### src/rtl/txgen.sv
// txgen: bus response frame generator.
// Builds a 12-byte reply frame (AA 55 00 08 SID CMD D3 D2 D1 D0 CRC_L CRC_H)
// and hands it to a UART byte transmitter one byte at a time. The CRC is
// CRC-16/MODBUS over SID..D0. A one-entry pending buffer holds a request that
// arrives while a frame is in flight.
// Ports:
//   sys_clk, sys_rst      clock, async active-low reset
//   ret_cmd/sid/data      reply contents, valid with ret_cmd_flg
//   ret_cmd_flg           one-cycle request strobe
//   tx_data, tx_flag      byte + strobe to the UART
//   tx_done               UART byte-complete pulse
//   busy                  frame in progress
//   frame_done            pulse after the last byte completes
//   req_ovf               pulse when a request is dropped
//   tx_err                pulse when a frame is aborted on UART timeout
module txgen #(
  parameter int unsigned TX_TIMEOUT = 100000
) (
  input  logic        sys_clk,
  input  logic        sys_rst,
  input  logic [7:0]  ret_cmd,
  input  logic [7:0]  ret_sid,
  input  logic [31:0] ret_data,
  input  logic        ret_cmd_flg,
  output logic [7:0]  tx_data,
  output logic        tx_flag,
  input  logic        tx_done,
  output logic        busy,
  output logic        frame_done,
  output logic        req_ovf,
  output logic        tx_err
);

  localparam int unsigned TW = (TX_TIMEOUT > 1) ? $clog2(TX_TIMEOUT) : 1;
  localparam int unsigned IW = 4;
  localparam int unsigned CW = 16;
  localparam logic [IW-1:0] LAST_IDX = IW'(11);
  localparam logic [TW-1:0] TMO_LAST = TW'(TX_TIMEOUT - 1);
  localparam logic [CW-1:0] CRC_INIT = 16'hFFFF;

  typedef enum logic [1:0] {S_IDLE, S_SEND, S_WAIT} state_t;

  state_t state, next_state;

  logic [7:0]    act_cmd, act_sid, pend_cmd, pend_sid;
  logic [31:0]   act_data, pend_data;
  logic          pend_vld;
  logic [IW-1:0] idx;
  logic [TW-1:0] timer;
  logic [CW-1:0] crc;
  logic [7:0]    cur_byte_c;

  logic start_c, done_c, last_c, tmo_c, chain_c, busy_req_c;
  logic load_in_c, load_pend_c, capture_c, ovf_c, crc_cov_c;
  logic flag_d, busy_d, frame_done_d, ovf_d, err_d;

  // One full byte of CRC-16/MODBUS (reflected 0xA001).
  function automatic logic [CW-1:0] crc_step(input logic [CW-1:0] crc_in, input logic [7:0] din);
    logic [CW-1:0] c;
    c = crc_in ^ {8'h00, din};
    for (int i = 0; i < 8; i++) begin
      c = c[0] ? ((c >> 1) ^ 16'hA001) : (c >> 1);
    end
    return c;
  endfunction

  // Frame byte selected by the current index.
  always_comb begin
    cur_byte_c = 8'h00;
    case (idx)
      4'd0:    cur_byte_c = 8'hAA;
      4'd1:    cur_byte_c = 8'h55;
      4'd2:    cur_byte_c = 8'h00;
      4'd3:    cur_byte_c = 8'h08;
      4'd4:    cur_byte_c = act_sid;
      4'd5:    cur_byte_c = act_cmd;
      4'd6:    cur_byte_c = act_data[31:24];
      4'd7:    cur_byte_c = act_data[23:16];
      4'd8:    cur_byte_c = act_data[15:8];
      4'd9:    cur_byte_c = act_data[7:0];
      4'd10:   cur_byte_c = crc[7:0];
      4'd11:   cur_byte_c = crc[15:8];
      default: cur_byte_c = 8'h00;
    endcase
  end

  // Control decode. At the last tx_done a request arriving with the pending
  // slot empty starts the next frame directly, otherwise it would be parked in
  // pending while the FSM falls back to IDLE and never be served.
  always_comb begin
    start_c     = (state == S_IDLE) && ret_cmd_flg;
    done_c      = (state == S_WAIT) && tx_done;
    last_c      = done_c && (idx == LAST_IDX);
    tmo_c       = (state == S_WAIT) && !tx_done && (timer == TMO_LAST);
    chain_c     = last_c && (pend_vld || ret_cmd_flg);
    busy_req_c  = (state != S_IDLE) && ret_cmd_flg;
    load_pend_c = chain_c && pend_vld;
    load_in_c   = start_c || (chain_c && !pend_vld);
    capture_c   = busy_req_c && !tmo_c && (last_c ? pend_vld : !pend_vld);
    ovf_c       = busy_req_c && (tmo_c || (!last_c && pend_vld));
    crc_cov_c   = (idx >= IW'(4)) && (idx <= IW'(9));
  end

  // State register.
  always_ff @(posedge sys_clk or negedge sys_rst) begin
    if (!sys_rst) state <= S_IDLE;
    else          state <= next_state;
  end

  // Next-state logic; tx_done beats a coincident timeout.
  always_comb begin
    next_state = state;
    case (state)
      S_IDLE: if (ret_cmd_flg) next_state = S_SEND;
      S_SEND: next_state = S_WAIT;
      S_WAIT: begin
        if (done_c) begin
          if (!last_c || chain_c) next_state = S_SEND;
          else                    next_state = S_IDLE;
        end else if (tmo_c) begin
          next_state = S_IDLE;
        end
      end
      default: next_state = S_IDLE;
    endcase
  end

  // Output decode, registered below.
  always_comb begin
    flag_d       = (state == S_SEND);
    busy_d       = (next_state != S_IDLE);
    frame_done_d = last_c;
    ovf_d        = ovf_c;
    err_d        = tmo_c;
  end

  // Output registers.
  always_ff @(posedge sys_clk or negedge sys_rst) begin
    if (!sys_rst) begin
      tx_data    <= 8'h00;
      tx_flag    <= 1'b0;
      busy       <= 1'b0;
      frame_done <= 1'b0;
      req_ovf    <= 1'b0;
      tx_err     <= 1'b0;
    end else begin
      tx_flag    <= flag_d;
      busy       <= busy_d;
      frame_done <= frame_done_d;
      req_ovf    <= ovf_d;
      tx_err     <= err_d;
      if (flag_d) tx_data <= cur_byte_c;
    end
  end

  // Active frame registers, byte index, timeout counter and CRC.
  always_ff @(posedge sys_clk or negedge sys_rst) begin
    if (!sys_rst) begin
      act_cmd  <= 8'h00;
      act_sid  <= 8'h00;
      act_data <= 32'h0;
      idx      <= '0;
      timer    <= '0;
      crc      <= CRC_INIT;
    end else begin
      if (load_in_c) begin
        act_cmd  <= ret_cmd;
        act_sid  <= ret_sid;
        act_data <= ret_data;
      end else if (load_pend_c) begin
        act_cmd  <= pend_cmd;
        act_sid  <= pend_sid;
        act_data <= pend_data;
      end

      if (load_in_c || load_pend_c)  idx <= '0;
      else if (done_c && !last_c)    idx <= idx + IW'(1);

      if (state == S_SEND)      timer <= '0;
      else if (state == S_WAIT) timer <= timer + TW'(1);

      if (load_in_c || load_pend_c)          crc <= CRC_INIT;
      else if (state == S_SEND && crc_cov_c) crc <= crc_step(crc, cur_byte_c);
    end
  end

  // One-entry pending buffer.
  always_ff @(posedge sys_clk or negedge sys_rst) begin
    if (!sys_rst) begin
      pend_vld  <= 1'b0;
      pend_cmd  <= 8'h00;
      pend_sid  <= 8'h00;
      pend_data <= 32'h0;
    end else if (capture_c) begin
      pend_vld  <= 1'b1;
      pend_cmd  <= ret_cmd;
      pend_sid  <= ret_sid;
      pend_data <= ret_data;
    end else if (tmo_c || load_pend_c) begin
      pend_vld  <= 1'b0;
    end
  end

endmodule

### config.mk
export PLATFORM = sky130hd
export DESIGN_NAME = txgen
export DESIGN_NICKNAME = d
export VERILOG_FILES = /design/src/rtl/txgen.sv
export SDC_FILE = /design/constraint.sdc
export NUM_CORES = 1
export LEC_CHECK = 0
export ABC_AREA = 1
export ABC_CLOCK_PERIOD_IN_PS = 5100
export CAP_MARGIN = 0
export CORE_ASPECT_RATIO = 0.7
export CORE_MARGIN = 4
export CORE_UTILIZATION = 62
export CTS_BUF_LIST = sky130_fd_sc_hd__clkbuf_16
export CTS_CLUSTER_DIAMETER = 60
export DETAILED_ROUTE_END_ITERATION = 16
export GPL_TIMING_DRIVEN = 1
export PLACE_DENSITY_LB_ADDON = 0.2
export SYNTH_ARGS = -nofsm -noshare
export SYNTH_HDL_FRONTEND = slang
export SYNTH_SLANG_ARGS = --single-unit
### constraint.sdc
create_clock -name sys_clk -period 5.1 [get_ports sys_clk]
set_clock_uncertainty 0.15 [all_clocks]
set_input_delay 0.51 -clock sys_clk [delete_from_list [all_inputs] [get_ports sys_clk]]
set_output_delay 0.51 -clock sys_clk [all_outputs]
set_load 0.03 [all_outputs]
# [Word-level counts from Yosys, hierarchy flattened]
# Cells that the tools add are included.
[word_totals] inputBits=52 ff_bits=149 wordCells=107
[op_classes] n_eq_ne=13 mux=29 reduce_logical=35 magnitude_cmp=2 bitwise=9 n_addsub=2
[op_table] op="$mux 16" n=10
[op_table] op="$pmux 8 s11" n=1
[op_table] op="$mux 32" n=2
[op_table] op="$mux 17" n=2
[op_table] op="$mux 8" n=4
[op_table] op="$not 2->3" n=8
[op_table] op="$add 17x1->17 const B" n=1
[op_table] op="$eq 17x17->1 const B" n=1
[op_table] op="$eq 4x3->1 const B" n=4
[op_table] op="$eq 4x4->1 const B" n=4
[op_table] op="$logic_and 1x1->1" n=16
[op_table] op="$xor 16x8->16" n=1
[op_table] op="$reduce_bool 2->1" n=7
[op_table] op="$mux 4" n=2
[op_table] op="$logic_or 1x1->1" n=6
[op_table] op="$mux 2" n=3
[op_table] op="$pmux 2 s3" n=1
[op_table] op="$add 4x1->4 const B" n=1
[op_table] op="$eq 4x1->1 const B" n=1
[op_table] op="$eq 4x2->1 const B" n=1
[op_table] op="$ge 4x3->1 const B" n=1
[op_table] op="$le 4x4->1 const B" n=1
[op_table] op="$logic_not 1->1" n=4
[op_table] op="$logic_not 4->1" n=1
[op_table] op="4 further kinds" n=7

# [Depth between registers and ports, before layout]
# Gate-level depths: netlist of the first run.
[logic_depth] depth_word=21 mapped_depth=21 ltp_nobuf=20

# [Least setup slack after synthesis of the first run]
# No wires, ideal clock.
[synth_path] path_type="flip-flop to flip-flop" start="register state[0]" end="register timer[15]" setup_slack_ps=2642 path_stages_with_launch=17 setup_time_ps=127 t_arrival_ps=2181 path_buffers=1 cell_sequence="dfrtp_1 inv_1 ha_1 buf_2 nand2_1 nor2_1 nand2_1 nor4_1 nand2_1 nor2_1 nand2_1 inv_1 nand2_1 nor2_1 inv_1 nor4_1 nor3_1"
[synth_via] elab_chain_cells=2 word_cells_on_any_way=4 cone_classes="eq/ne: 2; mux: 1; reduce/logical: 1"
[synth_rtl] item="start: declaration" line_no="43" text="state_t state, next_state;"
[synth_rtl] item="start signal: assignment" line_no="107" text="else state <= next_state;"
[synth_rtl] item="$eq 2x1->1 or $eq 2x2->1 (tied branches)" line_no="179, 180"
[synth_rtl] item="$mux 17 or $reduce_bool 2->1 (tied branches)"
[synth_rtl] item="end signal: assignment" line_no="180" text="else if (state == S_WAIT) timer <= timer + TW'(1);"
[synth_rtl] item="end: declaration" line_no="49" text="logic [TW-1:0] timer;"
# Several ways; a longest one is shown, not always the timed one.
# A chain may end at the register's enable or synchronous reset.

# [Worst setup path in the final report of the first run]
[layout_path] start="register idx[3]" end="register pend_data[31]"
[layout_via] elab_chain_cells=4
[layout_rtl] item="start: declaration" line_no="48" text="logic [IW-1:0] idx;"
[layout_rtl] item="start signal: assignment" line_no="177" text="else if (done_c && !last_c) idx <= idx + IW'(1);"
[layout_rtl] item="$eq 4x4->1" line_no="93" text="last_c = done_c && (idx == LAST_IDX);"
[layout_rtl] item="$logic_and 1x1->1" line_no="93"
[layout_rtl] item="net frame_done_d" line_no="55" text="logic flag_d, busy_d, frame_done_d, ovf_d, err_d;"
[layout_rtl] item="$mux 1" line_no="99" text="capture_c = busy_req_c && !tmo_c && (last_c ? pend_vld : !pend_vld);"
[layout_rtl] item="$logic_and 1x1->1" line_no="99"
[layout_rtl] item="end signal: assignment" line_no="198" text="pend_data <= ret_data;"
[layout_rtl] item="end: declaration" line_no="46" text="logic [31:0] act_data, pend_data;"
# The timed path passes the listed nets, and every way through them passes these cells.

==> impl_table.tex, run 1 <==
\begin{tabular}{lr}
\hline
Metric & Value \\
\hline
\multicolumn{2}{l}{\textbf{Clock tree}} \\
\quad Post CTS Setup Buffer Count & 0 \\
\quad \# H-tree levels & 4 \\
\quad Number of buffers created by CTS & 17 \\
\quad Maximum buffer depth of the clock tree & 2 \\
\quad Post-CTS clock slew at the launch and capture registers of the worst setup and hold paths & 0.07 ns \\
\quad Clock tree root buffer cell & sky130\_fd\_sc\_hd\_\_clkbuf\_16 \\
\quad Number of sinks handled by clock tree synthesis & 149 \\
\quad TritonCTS clock tree & built \\
\quad Insertion delay of the later-clocked pin in the worst-skew pair & 0.43 ns \\
\multicolumn{2}{l}{\textbf{Place}} \\
\quad Placed instance count & 1107 \\
\quad Placer congestion estimate & 0.978 \\
\quad DP HPWL & 13700 um \\
\quad Number of port buffers & 64 \\
\multicolumn{2}{l}{\textbf{STA}} \\
\quad Setup repair after global routing missed its margin & no \\
\quad Final period demand of the worst path & 3.66 ns \\
\quad Post-route fraction of the period consumed by the critical path & 71.7\% \\
\quad Worst slew margin relative to its limit & 37.2\% \\
\quad Slew @ Worst Pin & 0.938 ns \\
\quad Total negative setup slack & 0 ns \\
\quad Fmax & 0.274 GHz \\
\quad Number of failing hold endpoints at the final stage & 0 \\
\quad Slew Viols, Final & 0 \\
\quad Hold WS & 0.319 ns \\
\quad Finish-stage setup viols & 0 \\
\multicolumn{2}{l}{\textbf{Yosys}} \\
\quad Number of enable flip-flop cells after synthesis & 0 \\
\quad Part of the Yosys area used for sequential elements & 49.4\% \\
\quad Number of library cell types mapped by synthesis & 38 \\
\quad Cell count after synthesis & 923 \\
\quad Number of nets in the synthesized netlist & 986 \\
\quad Synthesized flop and latch total & 149 \\
\quad Most instantiated flip-flop cell in the synthesis netlist & sky130\_fd\_sc\_hd\_\_dfrtp\_1 \\
\quad Count of warnings emitted by yosys & 0 \\
\quad Synthesized area divided by synthesized cell count & 8.21 sq um \\
\quad Share of synthesized flip-flops with an asynchronous set or reset & 100\% \\
\quad Mapped cell area & 0.00758 sq mm \\
\multicolumn{2}{l}{\textbf{Pwr}} \\
\quad Power density over cell area & 550 mW/mm\^{}2 \\
\quad Combinational Power Share & 34.7\% \\
\quad Static leakage power & 4.25 nW \\
\quad Int Power & 0.00290 W \\
\quad Switching part of the total & 40.3\% \\
\quad Maximum resistive drop on vdd & 0.000313 V \\
\quad Sequential cell fraction of total power & 39.5\% \\
\quad Clock share of power & 25.8\% \\
\quad Switching power summed over all nets & 0.00196 W \\
\multicolumn{2}{l}{\textbf{Drt}} \\
\quad Count of routing violations after the opening detailed-route iteration & 799 \\
\quad Routed vias & 6815 \\
\quad Detail-routed via count per cell & 5.98 \\
\quad Number of nets with antenna violations after routing & 0 \\
\quad 1st-pass router iterations & 8 \\
\quad Avg WL per Cell & 17.5 um \\
\quad Wire length reported by the detailed router & 19900 um \\
\quad Final routed DRC violation total & 0 \\
\multicolumn{2}{l}{\textbf{Critical path}} \\
\quad Slowest Stage Delay on Critical Path & 0.76 ns \\
\quad Family with the most delay on the worst path & simple AND/OR/NAND/NOR gates \\
\quad Category of the worst setup path capture point & flop \\
\quad Series of cell instances along the critical path & inv\_4, nor2\_1, nand2\_1, nor2\_2, inv\_1, ha\_1, inv\_1, nor2\_1, nand2\_2, buf\_4, o21ai\_0 \\
\quad CP Class & reg -> reg \\
\quad Critical Path Start Type & flop \\
\quad Number of buffers and inverters on the critical path & 4 \\
\quad WP data required & 5.30 ns \\
\quad Data arrival time of the critical path & 3.85 ns \\
\quad Highest net fanout along the worst path & 55 \\
\quad Slowest cell on the critical path & sky130\_fd\_sc\_hd\_\_dfrtp\_1 \\
\multicolumn{2}{l}{\textbf{Global route}} \\
\quad GR Util All Layers & 29.4\% \\
\quad Initial antenna violation count & 0 \\
\quad Wire length of the first global-routing pass & 32800 um \\
\quad Vias in the first global route & 6399 \\
\quad Maximum number of pins on one net before global-route repair & 97 \\
\quad Leftover overflow at the end of global routing & 0 \\
\multicolumn{2}{l}{\textbf{Layout}} \\
\quad Final Instance Count excl. Fillers & 1140 \\
\quad Final core utilization & 74.6\% \\
\quad Area grow syn2layout & 16.5\% \\
\quad Ant. Diodes & 0 \\
\quad Net count of the finished layout & 1033 \\
\quad Fraction of layout cells with a size suffix above 1 & 9.05\% \\
\multicolumn{2}{l}{\textbf{Floorplanning}} \\
\quad Row count & 33 \\
\quad I/O pin total & 65 \\
\quad Effective utilization at floorplan & 64.0\% \\
\quad Height of the die & 101 um \\
\quad Core Region & 0.0119 sq mm \\
\quad Die boundary width & 140 um \\
\quad Floorplan die area & 0.0141 sq mm \\
\multicolumn{2}{l}{\textbf{Worst hold path}} \\
\quad Worst min-delay path category & reg -> reg \\
\multicolumn{2}{l}{\textbf{Outcome}} \\
\quad Result of the run & complete, no violations \\
\multicolumn{2}{l}{\textbf{Flow run}} \\
\quad Max Cap Viol & 0 \\
\hline
\end{tabular}
layout by cell type, fill, tap and decap left out, types with 16 or more instances in the layout:
master | netlist | final
sky130_fd_sc_hd__nand4_1 | 34 | 34
sky130_fd_sc_hd__nand3_1 | 83 | 83
sky130_fd_sc_hd__nor2_1 | 53 | 53
sky130_fd_sc_hd__inv_1 | 120 | 121
sky130_fd_sc_hd__dfstp_2 | 16 | 16
sky130_fd_sc_hd__clkbuf_16 | 0 | 17
sky130_fd_sc_hd__clkdlybuf4s50_1 | 0 | 63
sky130_fd_sc_hd__o21ai_0 | 67 | 67
sky130_fd_sc_hd__dfrtp_1 | 133 | 133
sky130_fd_sc_hd__nand2_1 | 214 | 213
sky130_fd_sc_hd__a21oi_1 | 22 | 22
sky130_fd_sc_hd__o221ai_1 | 19 | 19
sky130_fd_sc_hd__o211ai_1 | 32 | 32
cells by family after synthesis:
group           share of synthesized area, %
simple gates                            24.8
buf+inv                                 9.59
compound gates                          13.8
flops                                   49.4
fa+ha+maj                               1.82
xor+xnor                               0.578
power groups by stage:
stage / registers [W] / clock network, W / logic [W]
2_1_floorplan: 0.00189 / 0 / 0.00114
3_3_place_gp: 0.00191 / 0 / 0.00159
3_5_place_dp: 0.00192 / 0 / 0.00165
4_1_cts: 0.00191 / 0.00126 / 0.00167
5_1_grt: 0.00196 / 0.00132 / 0.00189
6_report: 0.00192 / 0.00126 / 0.00169
worst paths after layout:
check | start | to | slack, ns | cells after the start
setup / recovery | idx[3] | pend_data[31] | 1.44 | 11
hold / removal | timer[16] | timer[16] | 0.32 | 1
setup reg to reg | idx[3] | pend_data[31] | 1.44 | 11
hold reg to reg | timer[16] | timer[16] | 0.32 | 1
max in group asynchronous | sys_rst | pend_sid[7] | 3.29 | 3
min in group asynchronous | sys_rst | tx_err | 0.35 | 2
metal layers:
metal | GRT usage [%] | vias to the layer above | wire length [um]
met5 | 0 | - | 0
met4 | 9.16 | 0 | 409
met3 | 8.06 | 41 | 1820
met2 | 43.2 | 350 | 8670
met1 | 43.0 | 3238 | 9040
li1 | - | 3186 | -
what timing repair did:
| item | CTS | global route |
|---|---|---|
| hold buffers | 1 | 0 |
| resized for setup | 0 | 0 |
| hold endpoints to repair | 21 | 0 |
sequential cells by signal, summed over array words and instances, names as in the netlist, 2 cells and up:
name / flops
state: 2
act_data: 32
act_sid: 8
pend_sid: 8
tx_data: 8
crc: 16
pend_data: 32
timer: 17
idx: 4
act_cmd: 8
pend_cmd: 8
synth_stat cells, drive strengths merged, types with 6 or more instances:
| master | number | area share [%] |
|---|---|---|
| nand2 | 219 | 11 |
| dfrtp | 133 | 44 |
| inv | 125 | 6.3 |
| nand3 | 87 | 6.0 |
| o21ai | 75 | 5.0 |
| nor2 | 64 | 3.5 |
| nand4 | 34 | 2.8 |
| o211ai | 33 | 3.3 |
| buf | 28 | 2.5 |
| a21oi | 24 | 1.7 |
| o221ai | 19 | 2.2 |
| clkbuf | 17 | 0.84 |
| dfstp | 16 | 5.5 |
| ha | 11 | 1.8 |
| nor3 | 9 | 0.79 |
| a22oi | 6 | 0.59 |
metrics by stage:
stage          total power, W  worst slack, ns  area [sq um]
2_1_floorplan         0.00303             2.64          7580
3_3_place_gp          0.00350             1.70          8240
3_5_place_dp          0.00357             1.54          8240
4_1_cts               0.00484             1.52          8840
5_1_grt               0.00517             1.13          8840
6_report              0.00486             1.44          8840
layout make-up:
type / instances / area, sq um
Sequential cell: 149 / 3750
Tap cell: 157 / 196
Timing Repair Buffer: 73 / 712
Inverter: 125 / 474
Clock inverter: 15 / 165
Clock buffer: 17 / 425
Fill cell: 901 / 3010
Multi-Input combinational cell: 604 / 3110
Power figures use the tool's default switching activity.
==> run 2: changes to the inputs <==
--- a/config.mk
+++ b/config.mk
@@ -6,11 +6,11 @@
 export NUM_CORES = 1
 export LEC_CHECK = 0
 export ABC_AREA = 1
-export ABC_CLOCK_PERIOD_IN_PS = 5100
+export ABC_CLOCK_PERIOD_IN_PS = 3400
 export CAP_MARGIN = 0
 export CORE_ASPECT_RATIO = 0.7
 export CORE_MARGIN = 4
-export CORE_UTILIZATION = 62
+export CORE_UTILIZATION = 58
 export CTS_BUF_LIST = sky130_fd_sc_hd__clkbuf_16
 export CTS_CLUSTER_DIAMETER = 60
 export DETAILED_ROUTE_END_ITERATION = 16
==> constraint.sdc (replaced) <==
create_clock -name sys_clk -period 3.4 [get_ports sys_clk]
set_clock_uncertainty 0.15 [all_clocks]
set_input_delay 0.34 -clock sys_clk [delete_from_list [all_inputs] [get_ports sys_clk]]
set_output_delay 0.34 -clock sys_clk [all_outputs]
set_load 0.03 [all_outputs]
==> impl_table.tex, run 2 (synthesized netlist as in run 1, its figures left out) <==
\begin{tabular}{lr}
\hline
Metric & Value \\
\hline
\multicolumn{2}{l}{\textbf{Outcome}} \\
\quad Result of the run & complete, no violations \\
\multicolumn{2}{l}{\textbf{Floorplanning}} \\
\quad Effective utilization at floorplan & 60.2\% (-3.8 points) \\
\quad Floorplan die area & 0.0150 sq mm (+6.4\%) \\
\quad Die boundary width & 145 um (+3.2\%) \\
\quad Height of the die & 104 um (+3.1\%) \\
\quad Row count & 34 (+3.0\%) \\
\quad I/O pin total & 65 (unchanged) \\
\quad Core Region & 0.0126 sq mm (+6.3\%) \\
\multicolumn{2}{l}{\textbf{Pwr}} \\
\quad Clock share of power & 25.8\% (about the same) \\
\quad Maximum resistive drop on vdd & 0.000401 V (+28\%) \\
\quad Int Power & 0.00437 W (+50\%) \\
\quad Sequential cell fraction of total power & 39.2\% (-0.3 points) \\
\quad Static leakage power & 4.27 nW (+0.49\%) \\
\quad Power density over cell area & 818 mW/mm\^{}2 (+49\%) \\
\quad Combinational Power Share & 35.0\% (+0.3 points) \\
\quad Switching power summed over all nets & 0.00290 W (+48\%) \\
\quad Switching part of the total & 40.0\% (-0.32 points) \\
\multicolumn{2}{l}{\textbf{Drt}} \\
\quad Count of routing violations after the opening detailed-route iteration & 528 (-34\%) \\
\quad 1st-pass router iterations & 5 (-3) \\
\quad Avg WL per Cell & 17.0 um (-2.7\%) \\
\quad Routed vias & 6556 (-3.8\%) \\
\quad Number of nets with antenna violations after routing & 0 (unchanged) \\
\quad Detail-routed via count per cell & 5.71 (-4.6\%) \\
\quad Final routed DRC violation total & 0 (unchanged) \\
\quad Wire length reported by the detailed router & 19600 um (-1.9\%) \\
\multicolumn{2}{l}{\textbf{Global route}} \\
\quad Wire length of the first global-routing pass & 31900 um (-2.8\%) \\
\quad Initial antenna violation count & 0 (unchanged) \\
\quad Leftover overflow at the end of global routing & 0 (unchanged) \\
\quad GR Util All Layers & 26.9\% (-2.5 points) \\
\quad Vias in the first global route & 6082 (-5.0\%) \\
\quad Maximum number of pins on one net before global-route repair & 97 (unchanged) \\
\multicolumn{2}{l}{\textbf{Layout}} \\
\quad Net count of the finished layout & 1037 (+0.39\%) \\
\quad Final core utilization & 70.6\% (-3.9 points) \\
\quad Fin area & 0.00889 sq mm (+0.65\%) \\
\quad Area grow syn2layout & 17.3\% \\
\quad Registers with the highest flip-flop counts & act\_data (32), pend\_data (32), timer (17) \\
\quad Leading cell types in the layout, fill and taps excluded & sky130\_fd\_sc\_hd\_\_nand2\_1, sky130\_fd\_sc\_hd\_\_dfrtp\_1, sky130\_fd\_sc\_hd\_\_inv\_1 \\
\quad Fraction of layout cells with a size suffix above 1 & 9.42\% (+0.37 points) \\
\quad Commonest non-fill, non-tap cell in the layout & sky130\_fd\_sc\_hd\_\_nand2\_1 \\
\quad Ant. Diodes & 0 (unchanged) \\
\multicolumn{2}{l}{\textbf{Critical path}} \\
\quad Highest net fanout along the worst path & 19 (-65\%) \\
\quad Data arrival time of the critical path & 3.26 ns (-0.59 ns) \\
\quad Critical Path Start Type & flop \\
\quad CP Class & reg -> reg \\
\quad Category of the worst setup path capture point & flop \\
\quad Reg2reg setup slack & 0.36 ns (-1.08 ns) \\
\quad FF-to-FF path depth & 18 (+7) \\
\quad WP data required & 3.62 ns (-1.68 ns) \\
\multicolumn{2}{l}{\textbf{Clock tree}} \\
\quad Insertion delay of the later-clocked pin in the worst-skew pair & 0.43 ns (about the same) \\
\quad Number of buffers created by CTS & 17 (unchanged) \\
\quad Maximum buffer depth of the clock tree & 2 (unchanged) \\
\quad Clock tree root buffer cell & sky130\_fd\_sc\_hd\_\_clkbuf\_16 \\
\quad Number of sinks handled by clock tree synthesis & 149 (unchanged) \\
\quad Post-CTS clock slew at the launch and capture registers of the worst setup and hold paths & 0.06 ns (about the same) \\
\quad \# H-tree levels & 4 (unchanged) \\
\quad TritonCTS clock tree & built \\
\quad Number of instances resized during post-cts repair & 0 (unchanged) \\
\multicolumn{2}{l}{\textbf{Flow run}} \\
\quad Max Cap Viol & 0 (unchanged) \\
\multicolumn{2}{l}{\textbf{STA}} \\
\quad Worst slew margin relative to its limit & 38.5\% (+1.2 points) \\
\quad Fmax & 0.329 GHz (+20\%) \\
\quad Slew @ Worst Pin & 0.923 ns (-0.0151 ns) \\
\quad Final period demand of the worst path & 3.04 ns (-0.617 ns) \\
\quad Number of failing hold endpoints at the final stage & 0 (unchanged) \\
\quad Setup repair after global routing missed its margin & no \\
\quad Post-route fraction of the period consumed by the critical path & 89.4\% (+18 points) \\
\quad Hold WS & 0.326 ns (+0.00653 ns) \\
\quad Finish-stage setup viols & 0 (unchanged) \\
\quad Slew Viols, Final & 0 (unchanged) \\
\quad Total negative setup slack & 0 ns (unchanged) \\
\multicolumn{2}{l}{\textbf{Worst hold path}} \\
\quad Worst min-delay path category & reg -> reg \\
\quad Depth of the worst hold-timing path & 2 (+1) \\
\multicolumn{2}{l}{\textbf{Place}} \\
\quad DP HPWL & 13800 um (+0.40\%) \\
\quad Total cell area at the placement stage & 0.00830 sq mm (+0.74\%) \\
\quad Number of port buffers & 64 (unchanged) \\
\quad Placer congestion estimate & 1.02 (+4.8\%) \\
\hline
\end{tabular}
[run 2: cell types whose count changed in the layout (fill, tap and decap cells not counted)]
cell and change:
sky130_fd_sc_hd__clkinv_2 -1, sky130_fd_sc_hd__inv_8 -2, sky130_fd_sc_hd__inv_6 +3, sky130_fd_sc_hd__clkinv_4 -2
sky130_fd_sc_hd__buf_4 +2, sky130_fd_sc_hd__buf_12 +2, sky130_fd_sc_hd__clkinvlp_4 +2
[run 2: critical path, cell delays in order, from the launching register on]
cell                       delay (ns)
sky130_fd_sc_hd__dfrtp_1         0.77
sky130_fd_sc_hd__inv_4           0.21
sky130_fd_sc_hd__nand2_2         0.18
sky130_fd_sc_hd__nor2_2          0.08
sky130_fd_sc_hd__nand2_1         0.05
sky130_fd_sc_hd__o21ai_0         0.12
sky130_fd_sc_hd__nor2_1          0.24
sky130_fd_sc_hd__nand3_1         0.16
sky130_fd_sc_hd__nand2_1         0.09
sky130_fd_sc_hd__nand2_1         0.10
sky130_fd_sc_hd__nand2_1         0.08
sky130_fd_sc_hd__nand2_1         0.09
sky130_fd_sc_hd__nand3_2         0.11
sky130_fd_sc_hd__nand2_2         0.09
sky130_fd_sc_hd__nand2_2         0.09
sky130_fd_sc_hd__nand3_1         0.12
sky130_fd_sc_hd__nand3b_1        0.11
sky130_fd_sc_hd__nand3_1         0.07
sky130_fd_sc_hd__nand2_1         0.07
[run 2: layout make-up]
type | instances | area (sq um)
Sequential cell | 149 | 3750
Clock inverter | 15 | 161
Clock buffer | 17 | 425
Inverter | 125 | 474
Multi-Input combinational cell | 604 | 3110
Tap cell | 162 | 203
Fill cell | 1011 | 3700
Timing Repair Buffer | 77 | 767
[run 2: metrics by stage]
| stage | power [W] | instances | setup slack (ns) |
|---|---|---|---|
| 2_1_floorplan | 0.00454 | 923 | 0.942 |
| 3_3_place_gp | 0.00530 | 1116 | 0.513 |
| 3_5_place_dp | 0.00536 | 1116 | 0.473 |
| 4_1_cts | 0.00726 | 1149 | 0.397 |
| 5_1_grt | 0.00774 | 1149 | 0.0585 |
| 6_report | 0.00727 | 1149 | 0.362 |
[run 2: timing repair]
item,4_1_cts,5_1_grt
hold buffers,1,0
hold endpoints to repair,92,0
endpoints found under the setup margin,0,0
setup buffers,0,0
[run 2: power by group through the flow]
stage	logic [W]	clock network (W)	registers, W
floorplan	0.00171	0	0.00283
global placement	0.00245	0	0.00285
detailed placement	0.00250	0	0.00286
CTS	0.00253	0.00189	0.00284
global route	0.00285	0.00197	0.00293
finish	0.00254	0.00188	0.00285
[run 2: worst paths after layout]
check | start | to
max | idx[2] | crc[13]
min | tx_data[2] | tx_data[2]
max reg2reg | idx[2] | crc[13]
min reg2reg | tx_data[2] | tx_data[2]
max in group asynchronous | sys_rst | crc[13]
min in group asynchronous | sys_rst | timer[12]
[run 2: layer usage]
| layer | global-route usage (%) | part of all wire [%] |
|---|---|---|
| met3 | 5.34 | 7.4 |
| met2 | 37.2 | 42 |
| met5 | 0 | 0 |
| met4 | 7.06 | 1.4 |
| met1 | 42.8 | 49 |
